**config.mk**
```make
export PLATFORM = sky130hd
export DESIGN_NAME = pattern_loader
export DESIGN_NICKNAME = d
export VERILOG_FILES = /design/src/rtl/pattern_pkg.sv /design/src/rtl/pattern_ram.sv /design/src/rtl/pattern_loader.sv
export SDC_FILE = /design/constraint.sdc
export NUM_CORES = 1
export LEC_CHECK = 0
export CORE_MARGIN = 3
export CORE_UTILIZATION = 44
export CTS_CLUSTER_SIZE = 14
export DETAILED_ROUTE_END_ITERATION = 8
export PLACE_DENSITY = 0.62
export SYNTH_ARGS = -nofsm -noshare
export SYNTH_HDL_FRONTEND = slang
export SYNTH_SLANG_ARGS = --single-unit
```
**constraint.sdc**
```tcl
create_clock -name clock -period 5.5 [get_ports clock]
set_clock_uncertainty 0.05 [all_clocks]
set_input_delay 1.1 -clock clock [delete_from_list [all_inputs] [get_ports clock]]
set_output_delay 1.1 -clock clock [all_outputs]
set_load 0.05 [all_outputs]
```
**src/rtl/pattern_pkg.sv**
```systemverilog
// Shared definitions for the pattern loader/sequencer pair: FSM states,
// logic-level constants and default geometry.
package pattern_pkg;

   typedef enum logic [1:0] {
      EMPTY   = 2'd0,
      LOADING = 2'd1,
      READY   = 2'd2
   } state_t;

   localparam logic ON  = 1'b1;
   localparam logic OFF = 1'b0;

   localparam int WORD_SIZE_DEF    = 8;
   localparam int ADDRESS_SIZE_DEF = 4;
   localparam int MEMORY_QTY_DEF   = 16;

endpackage

```
**src/rtl/pattern_ram.sv**
```systemverilog
// Flop-array pattern store: one synchronous write port and a zero-latency
// combinational read port; contents are not reset.
module pattern_ram #(
   parameter int WORD_SIZE    = 8,
   parameter int ADDRESS_SIZE = 4,
   parameter int MEMORY_QTY   = 16
) (
   input  logic                    clock,
   input  logic                    we,
   input  logic [ADDRESS_SIZE-1:0] waddr,
   input  logic [WORD_SIZE-1:0]    wdata,
   input  logic [ADDRESS_SIZE-1:0] raddr,
   output logic [WORD_SIZE-1:0]    rdata
);

   logic [WORD_SIZE-1:0] mem [MEMORY_QTY];

   always_ff @(posedge clock) begin
      if (we) begin
         mem[waddr] <= wdata;
      end
   end

   // Addresses beyond the physical depth read as zero when depth < 2**ADDRESS_SIZE.
   assign rdata = ({1'b0, raddr} < (ADDRESS_SIZE+1)'(MEMORY_QTY)) ? mem[raddr] : '0;

endmodule

```
**src/rtl/pattern_loader.sv**
```systemverilog
// Loads a pattern from a ready/valid word stream into pattern_ram and serves
// zero-latency reads once complete; w_ready drops while a pattern is held.
module pattern_loader
   import pattern_pkg::*;
#(
   parameter int WORD_SIZE    = WORD_SIZE_DEF,
   parameter int ADDRESS_SIZE = ADDRESS_SIZE_DEF,
   parameter int MEMORY_QTY   = MEMORY_QTY_DEF
) (
   input  logic                    clock,
   input  logic                    reset_n,
   input  logic                    w_valid,
   input  logic [WORD_SIZE-1:0]    w_data,
   input  logic                    w_last,
   output logic                    w_ready,
   input  logic                    clear,
   input  logic                    r_en,
   input  logic [ADDRESS_SIZE-1:0] r_addr,
   output logic [WORD_SIZE-1:0]    r_data,
   output logic                    r_ready,
   output logic [ADDRESS_SIZE:0]   length,
   output logic                    overflow
);

   state_t                  state, state_nxt;
   logic [ADDRESS_SIZE-1:0] wptr, wptr_nxt;
   logic [ADDRESS_SIZE:0]   length_nxt;
   logic                    overflow_nxt;
   logic                    accept;
   logic                    we;
   logic [ADDRESS_SIZE:0]   wcount;
   logic [WORD_SIZE-1:0]    ram_rdata;
   logic                    read_hit;

   assign w_ready = (state != READY);
   assign r_ready = (state == READY);
   assign accept  = w_valid & w_ready;
   assign wcount  = {1'b0, wptr} + 1'b1;

   always_ff @(posedge clock or negedge reset_n) begin
      if (!reset_n) begin
         state    <= EMPTY;
         wptr     <= '0;
         length   <= '0;
         overflow <= OFF;
      end else begin
         state    <= state_nxt;
         wptr     <= wptr_nxt;
         length   <= length_nxt;
         overflow <= overflow_nxt;
      end
   end

   always_comb begin
      state_nxt    = state;
      wptr_nxt     = wptr;
      length_nxt   = length;
      overflow_nxt = overflow;
      we           = OFF;
      // clear wins over a same-cycle accept; that word is never written.
      if (clear) begin
         state_nxt    = EMPTY;
         wptr_nxt     = '0;
         length_nxt   = '0;
         overflow_nxt = OFF;
      end else if (accept) begin
         we       = ON;
         wptr_nxt = wcount[ADDRESS_SIZE-1:0];
         if (w_last) begin
            length_nxt = wcount;
            state_nxt  = READY;
         end else if (wcount == (ADDRESS_SIZE+1)'(MEMORY_QTY)) begin
            length_nxt   = (ADDRESS_SIZE+1)'(MEMORY_QTY);
            overflow_nxt = ON;
            state_nxt    = READY;
         end else begin
            state_nxt = LOADING;
         end
      end
   end

   pattern_ram #(
      .WORD_SIZE    (WORD_SIZE),
      .ADDRESS_SIZE (ADDRESS_SIZE),
      .MEMORY_QTY   (MEMORY_QTY)
   ) u_ram (
      .clock (clock),
      .we    (we),
      .waddr (wptr),
      .wdata (w_data),
      .raddr (r_addr),
      .rdata (ram_rdata)
   );

   assign read_hit = r_ready & r_en & ({1'b0, r_addr} < length);
   assign r_data   = read_hit ? ram_rdata : '0;

endmodule
```
### Word-level counts from Yosys, hierarchy flattened

Memories as Yosys holds them, arrays and structs flattened.
Cells that the tools add are included.

* bits in registers: 12
* bits in latches: 0
* memory bits (writable): 128
* memory bits (read-only): 0
* input bits: 18
* word-level logic and storage cells: 38
* memories: 1

* add/sub/neg operators: 1
* multiply operators: 0
* div/mod/pow operators: 0
* order comparisons: 1
* equality and inequality tests: 4
* shifts and indexed selects: 0
* multiplexer cells: 19
* bitwise gates (word level): 3
* reduce and logical (&&, ||, !) cells: 5

Memory list
* u_ram.mem: words 16, bits a word 8, read ports 1, clocked after memory_dff 0, write ports 1, RTL line pattern_ram.sv:16 `logic [WORD_SIZE-1:0] mem [MEMORY_QTY];`

Operators with widths (count)
* $mux 5: 4
* $mux 1: 8
* $mux 2: 4
* $mux 4: 2
* $mux 8: 1
* $add 4x1->5 const B: 1
* $eq 5x5->1 const B: 1
* $lt 4x5->1: 1
* $reduce_bool 2->1: 2
* $and 1x1->1: 3
* $reduce_and 3->1: 1
* $reduce_bool 3->1: 1
* $eq 2x2->1 const B: 1
* $ne 2x1->1 const B: 1
* $ne 2x2->1 const B: 1
* $reduce_and 2->1: 1

### Logic depth before layout (Yosys ltp)

Gate-level depths: netlist of run 1.

* depth after elaboration: 6
* mapped depth: 6

### Hierarchy

A second synthesis of run 1 with hierarchy kept.

* cells, all modules: 299
* area total of the unflattened synthesis: 5724.2 µm²

Modules (own cells, without submodules)
* pattern_ram: times used 1, cells an instance 221, area an instance 4987.3 µm², seq. area each 3843.7 µm²
* pattern_loader: times used 1, cells an instance 78, area an instance 737.0 µm², seq. area each 300.3 µm²

### Worst setup path after synthesis of run 1

Ideal clock, no wire load.

* path kind: input to output
* start: in r_addr[0]
* end: out r_data[0]
* arrival time: 2.617 ns
* path slack: 1.733 ns
* stages: 6
* path buffers: 1
* cells stage by stage: buf_6 nand2b_1 a21o_1 a21oi_1 o21ai_1 a21oi_1

* word-level cells in the longest chain between the ends: 3
* elaborated cells on any way between the ends: 4

RTL lines
* start: declaration: RTL line pattern_loader.sv:18 `input logic [ADDRESS_SIZE-1:0] r_addr,`
* $lt 4x5->1: RTL line pattern_loader.sv:95 `assign read_hit = r_ready & r_en & ({1'b0, r_addr} < length);`
* $and 1x1->1: RTL line pattern_loader.sv:95
* $mux 8 *: RTL line pattern_loader.sv:96 `assign r_data = read_hit ? ram_rdata : '0;`
* end: declaration: RTL line pattern_loader.sv:19 `output logic [WORD_SIZE-1:0] r_data,`

Every way passes the cells marked *; elsewhere a longest branch is shown, timed or not.

### Worst setup path in the final report of run 1

* start: in r_addr[1]
* end: out r_data[4]

Same word-level chain as after synthesis.

==> impl_metrics.yaml, run 1 <==
logic_synthesis:
  ys_ff_latch: 140
  yosys.area.top_type: "edfxtp_1"
  synthMostInstantiatedCell: "edfxtp_1"
  synth.mux.area_fraction: 0.137
  synth.top_cell.area_share: 0.674
  synth-edff-count: 128
  syn_inst: 308
  synth_xor_area_frac: 0.00768
  synthTopCellsByArea: "edfxtp_1 67%, mux4_1 7.8%, mux4_2 5.5%"
  avgSynthCellArea_um2: 18.5
  synth_top_family_by_area: "multiplexers"
  yosysSeqAreaShare: 0.727
  syn-cell-area_um2: 5700
  yosys.area_share.adder: 0.0154
  ys_types: 30
  synth-simple-area-share: 0.0463
  synthTopCellsByCount: "128 x edfxtp_1, 29 x nor2_1, 17 x mux4_1"
  yosysWarnings: 0
  synth_compound_area_frac: 0.0454
  ys_async_sr_fraction: 0.0857
  syn-num-nets: 333
  synth-main-ff-cell: "edfxtp_1"
timing:
  min_period_ns: 4.41
  hold_violations: 0
  rsz0062_at_grt: "no"
  holdWs_ns: 0.447
  worst_slew_pin_slew_ns: 0.986
  final-setup-viol-count: 0
  post-route-period-util: 0.801
  relSlewSlack: 0.340
  fmax_mhz: 227
  maxSlewViolCount: 0
  setup_tns_ns: 0
  layout_setup_ws_ns: 1.09
critical_path:
  r2r-start: "state[0]"
  cp-startpoint: "r_addr[1]"
  worstPathArrival_ns: 3.26
  cp_max_fo: 10
  cp_data_required_time_ns: 4.35
  crit_type: "primary input to output pin"
  setup.worst_path.end_class: "output pin"
  cp-start-kind: "primary input"
finish:
  antenna_cells: 0
  area_growth_pct: 19.9
  finish.instance_area_um2: 6830
  drive_gt1_frac: 0.173
  finish.utilization: 0.555
  fin_nets: 377
global_route:
  gr-usage-all-layers: 0.168
  grt_use_met3: 0.0448
  grt_max_degree: 36
  grt_util_met2: 0.267
  grt_overflow_total: 0
  grt_pass1_wl_um: 17500
  top_usage_layer: "met2"
  grt_antenna_before_repair: 0
  met1_usage: 0.223
  grt_pass1_vias: 2965
pwr:
  ir_drop_v: 0.000276
  p_per_area_nw_per_um2: 350
  p_leak_nw: 2.28
clocking:
  cts_root_buf: "clkbuf_16"
  cts_buffers: 17
  htreeDepth: 4
  insertion_delay_ns: 0.41
  clock-sinks: 140
  cts_tree: "done"
  hold_buffers: 0
  clk_pin_slew_ns: 0.06
  cts_setup_buffers: 0
  ctsResizeCount: 0
  clk_path_buf_depth: 2
drt:
  vias_per_cell: 5.41
  via_count: 2883
  first_pass_iters: 5
  wl_um: 11100
  drt_iter0_drc: 185
  wl_per_cell_um: 20.8
  final_antenna_net_count: 0
  drc: 0
floorplan:
  die_width_um: 120
  die-area_um2: 14400
  start_util: 0.463
  core.rowCount: 40
  num_io_pins: 34
  core_area_um2: 12300
  dieHeight_um: 120
placed_design:
  dp_hpwl_um: 7090
  place.gp.congestion: 0.815
  dp_slack_ns: 1.02
  dpl_cell_area_um2: 6270
  io_buffer_count: 33
outcome:
  status: "completed"
hold_path:
  holdCritStartpoint: "overflow"
  hold_class: "register to register"
run:
  cap_violations: 0
path summary, 6_finish.rpt:
path,end,slack (ns),cells after the start
min in group asynchronous,length[1],0.99,1
max,r_data[4],1.09,7
max in group asynchronous,length[2],4.05,1
min,overflow,0.45,2
max reg2reg,u_ram.mem[15][1],3.06,5
min reg2reg,overflow,0.45,2
stage by stage:
step	total power, mW	cells
6_report	2.39	533
5_1_grt	2.48	533
4_1_cts	2.42	533
3_5_place_dp	1.35	501
3_3_place_gp	1.34	501
2_1_floorplan	1.29	308
where the power goes:
| part | internal [mW] | switching, mW |
|---|---|---|
| clock network | 0.628 | 0.443 |
| registers | 1.17 | 0.00609 |
| logic | 0.0575 | 0.0849 |
cell type report:
type	count	area (um^2)
inverters	9	33.8
clock inverters	15	141
multi-input cells	145	1440
repair buffers	39	438
fillers	976	5480
clock buffers	17	425
flip-flops and latches	140	4140
well taps	168	210
placed cells by master (no fill, tap or decap), drive strengths merged, types with 2 or more instances in the layout:
cell type	synthesis	final
mux2i	2	2
dfrtp	12	12
nand2b	5	5
nand2	14	14
inv	9	14
a31oi	2	2
a22oi	15	15
o31ai	4	4
nor2b	3	3
mux4	31	31
buf	9	15
xor2	2	2
clkbuf	5	17
nor3	4	4
clkinv	0	4
clkdlybuf4s50	0	24
nand3	4	4
a21oi	14	14
xnor2	3	3
ha	7	7
nor2	29	29
clkinvlp	0	5
edfxtp	128	128
cell families after synthesis:
logic type,Yosys count
muxes,33
AOI/OAI and AO/OA,39
buffers and inverters,23
adders and majority gates,7
and+or+nand+nor,61
xor gates and xnor gates,5
DFF,140
per-layer routing:
metal / part of all wire / vias to the layer above
met2: 0.51 / 74
met5: 0 / -
met4: 0.012 / 0
met3: 0.051 / 10
li1: - / 1333
met1: 0.43 / 1466
registers in the layout, indices dropped and copies added, names as in the netlist:
signal     count
length         5
overflow       1
state          2
u_ram.mem    128
wptr           4
worst max-delay path: stages:
cell	delay, ns
clkdlybuf4s50_1	0.63
ha_1	0.40
a21o_1	0.10
a21oi_1	0.06
o21ai_1	0.56
a21oi_1	0.20
buf_12	0.21
No activity file was read; power rests on OpenSTA's default activity.
==> run 2: changes to the inputs <==
clock period = 4.2 ns   (was 5.5 ns; I/O delays follow)
==> impl_metrics.yaml, run 2 (synthesis results as in run 1) <==
outcome:
  status: "completed"
clocking:
  clk_pin_slew_ns: 0.06
  clock-sinks: 140
  cts_buffers: 17
  insertion_delay_ns: 0.41
  cts_setup_buffers: 0
  htreeDepth: 4
  ctsResizeCount: 0
  cts_root_buf: "clkbuf_16"
  clk_path_buf_depth: 2
  hold_buffers: 0
  cts_tree: "done"
global_route:
  grt_pass1_vias: 2902
  grt_overflow_total: 0
  grt_antenna_before_repair: 0
  grt_max_degree: 30
  grt_pass1_wl_um: 16800
  gr-usage-all-layers: 0.160
floorplan:
  start_util: 0.463
  die-area_um2: 14400
  dieHeight_um: 120
  num_io_pins: 34
  die_width_um: 120
  core_area_um2: 12300
  core.rowCount: 40
timing:
  fmax_mhz: 268
  final-setup-viol-count: 0
  maxSlewViolCount: 0
  relSlewSlack: 0.385
  min_period_ns: 3.74
  setup_tns_ns: 0
  worst_slew_pin_slew_ns: 0.922
  rsz0062_at_grt: "no"
  hold_violations: 0
  post-route-period-util: 0.890
pwr:
  power.total_mw: 3.30
  p_sw_frac: 0.194
  p_per_area_nw_per_um2: 474
  power_switching_mw: 0.642
  seq_power_share: 0.468
  p_int_mw: 2.66
  pwr-share-comb: 0.056
  power_frac_clock: 0.476
  ir_drop_v: 0.000382
  p_leak_nw: 2.37
hold_path:
  hold_class: "register to register"
critical_path:
  cp_max_fo: 29
  cp_data_required_time_ns: 3.31
  cp-start-kind: "primary input"
  crit_type: "primary input to output pin"
  path_delay_family: "buffers and inverters"
  cp.buffers_inverters: 2
  worstPathArrival_ns: 2.85
  setup.worst_path.end_class: "output pin"
  slowest_delay_ns: 0.69
  cp_slowest_cell: "buf_2"
  crit_chain: "buf_2 -> mux4_1 -> a22oi_1 -> a21oi_1 -> buf_12"
drt:
  vias_per_cell: 5.28
  final_antenna_net_count: 0
  drc: 0
  drt_iter0_drc: 202
  wl_um: 10600
  first_pass_iters: 4
  wl_per_cell_um: 19.4
  via_count: 2872
finish:
  antenna_cells: 0
  fin_nets: 388
  final_common_cell: "edfxtp_1"
  layout_common_cells: "128 x edfxtp_1, 29 x nor2_1, 24 x clkdlybuf4s50_1"
  fill_cells: 990
  largest_register_ffs: 128
  top_register: "u_ram.mem"
  reg_top3: "u_ram.mem x128, length x5, wptr x4"
  area_growth_pct: 22.4
  drive_gt1_frac: 0.181
placed_design:
  io_buffer_count: 33
  place.gp.congestion: 0.746
  dp_hpwl_um: 7210
run:
  cap_violations: 0
run 2: cell count changes in the layout (fill, tap and decap cells not counted), sizes merged:
cell / delta
buf: +11
bufinv: +4
clkbuf: +3
clkinv: +1
clkinvlp: -3
inv: -5
run 2: per-stage QoR:
stage | setup WS, ns | std cells | cell area, um^2 | hold WS (ns) | utilization
final | 0.463 | 544 | 6980 | 0.455 | 0.567
after global routing | 0.293 | 544 | 6980 | 0.475 | 0.567
after CTS | 0.411 | 544 | 6980 | 0.453 | 0.567
after detailed placement | 0.407 | 512 | 6340 | 0.441 | 0.515
after global placement | 0.429 | 512 | 6340 | 0.429 | 0.515
after floorplan | 0.842 | 308 | 5700 | 0.442 | -
run 2: path summary, 6_finish.rpt:
| check | start | to | slack (ns) | cells past startpoint |
|---|---|---|---|---|
| setup / recovery | r_addr[0] | r_data[2] | 0.46 | 5 |
| hold / removal | overflow | overflow | 0.45 | 2 |
| setup reg to reg | state[0] | u_ram.mem[12][6] | 1.89 | 5 |
| hold reg to reg | overflow | overflow | 0.45 | 2 |
| max in group asynchronous | reset_n | length[0] | 3.03 | 1 |
| min in group asynchronous | reset_n | state[0] | 0.72 | 1 |
run 2: final cells by class:
type                       count  area [um^2]  area share
clock inverter                12          195      0.0280
timing repair buffer          50          520      0.0746
clock buffer                  20          437      0.0626
sequential                   140         4140       0.594
inverter                       9         33.8     0.00484
multi-input combinational    145         1440       0.206
tap                          168          210      0.0301
run 2: power groups by stage:
stage	registers (mW)	logic [mW]	clock network (mW)
final	1.55	0.186	1.57
after global routing	1.55	0.204	1.66
after CTS	1.55	0.189	1.60
after detailed placement	1.57	0.189	0
after global placement	1.57	0.185	0
after floorplan	1.58	0.102	0
run 2: routing by layer:
metal  share of wire  up-vias  GRT usage  wire (um)
li1                -     1354          -          -
met5               0        -          0          0
met3           0.030       16     0.0405        318
met1            0.45     1455      0.216       4770
met4           0.016        0     0.0630        170
met2            0.50       47      0.252       5300
run 2: worst reg2reg max path, delay by kind of cell (launching register included):
kind             cells  cell delay [ns]
DFF                  1             0.35
and+or+nand+nor      5             1.53
==> run 3: changes to the inputs <==
SKIP_LAST_GASP = 1   (was not set)
==> results of run 3 <==
Same layout as run 2: the final DEF is identical, and so are final timing and power.
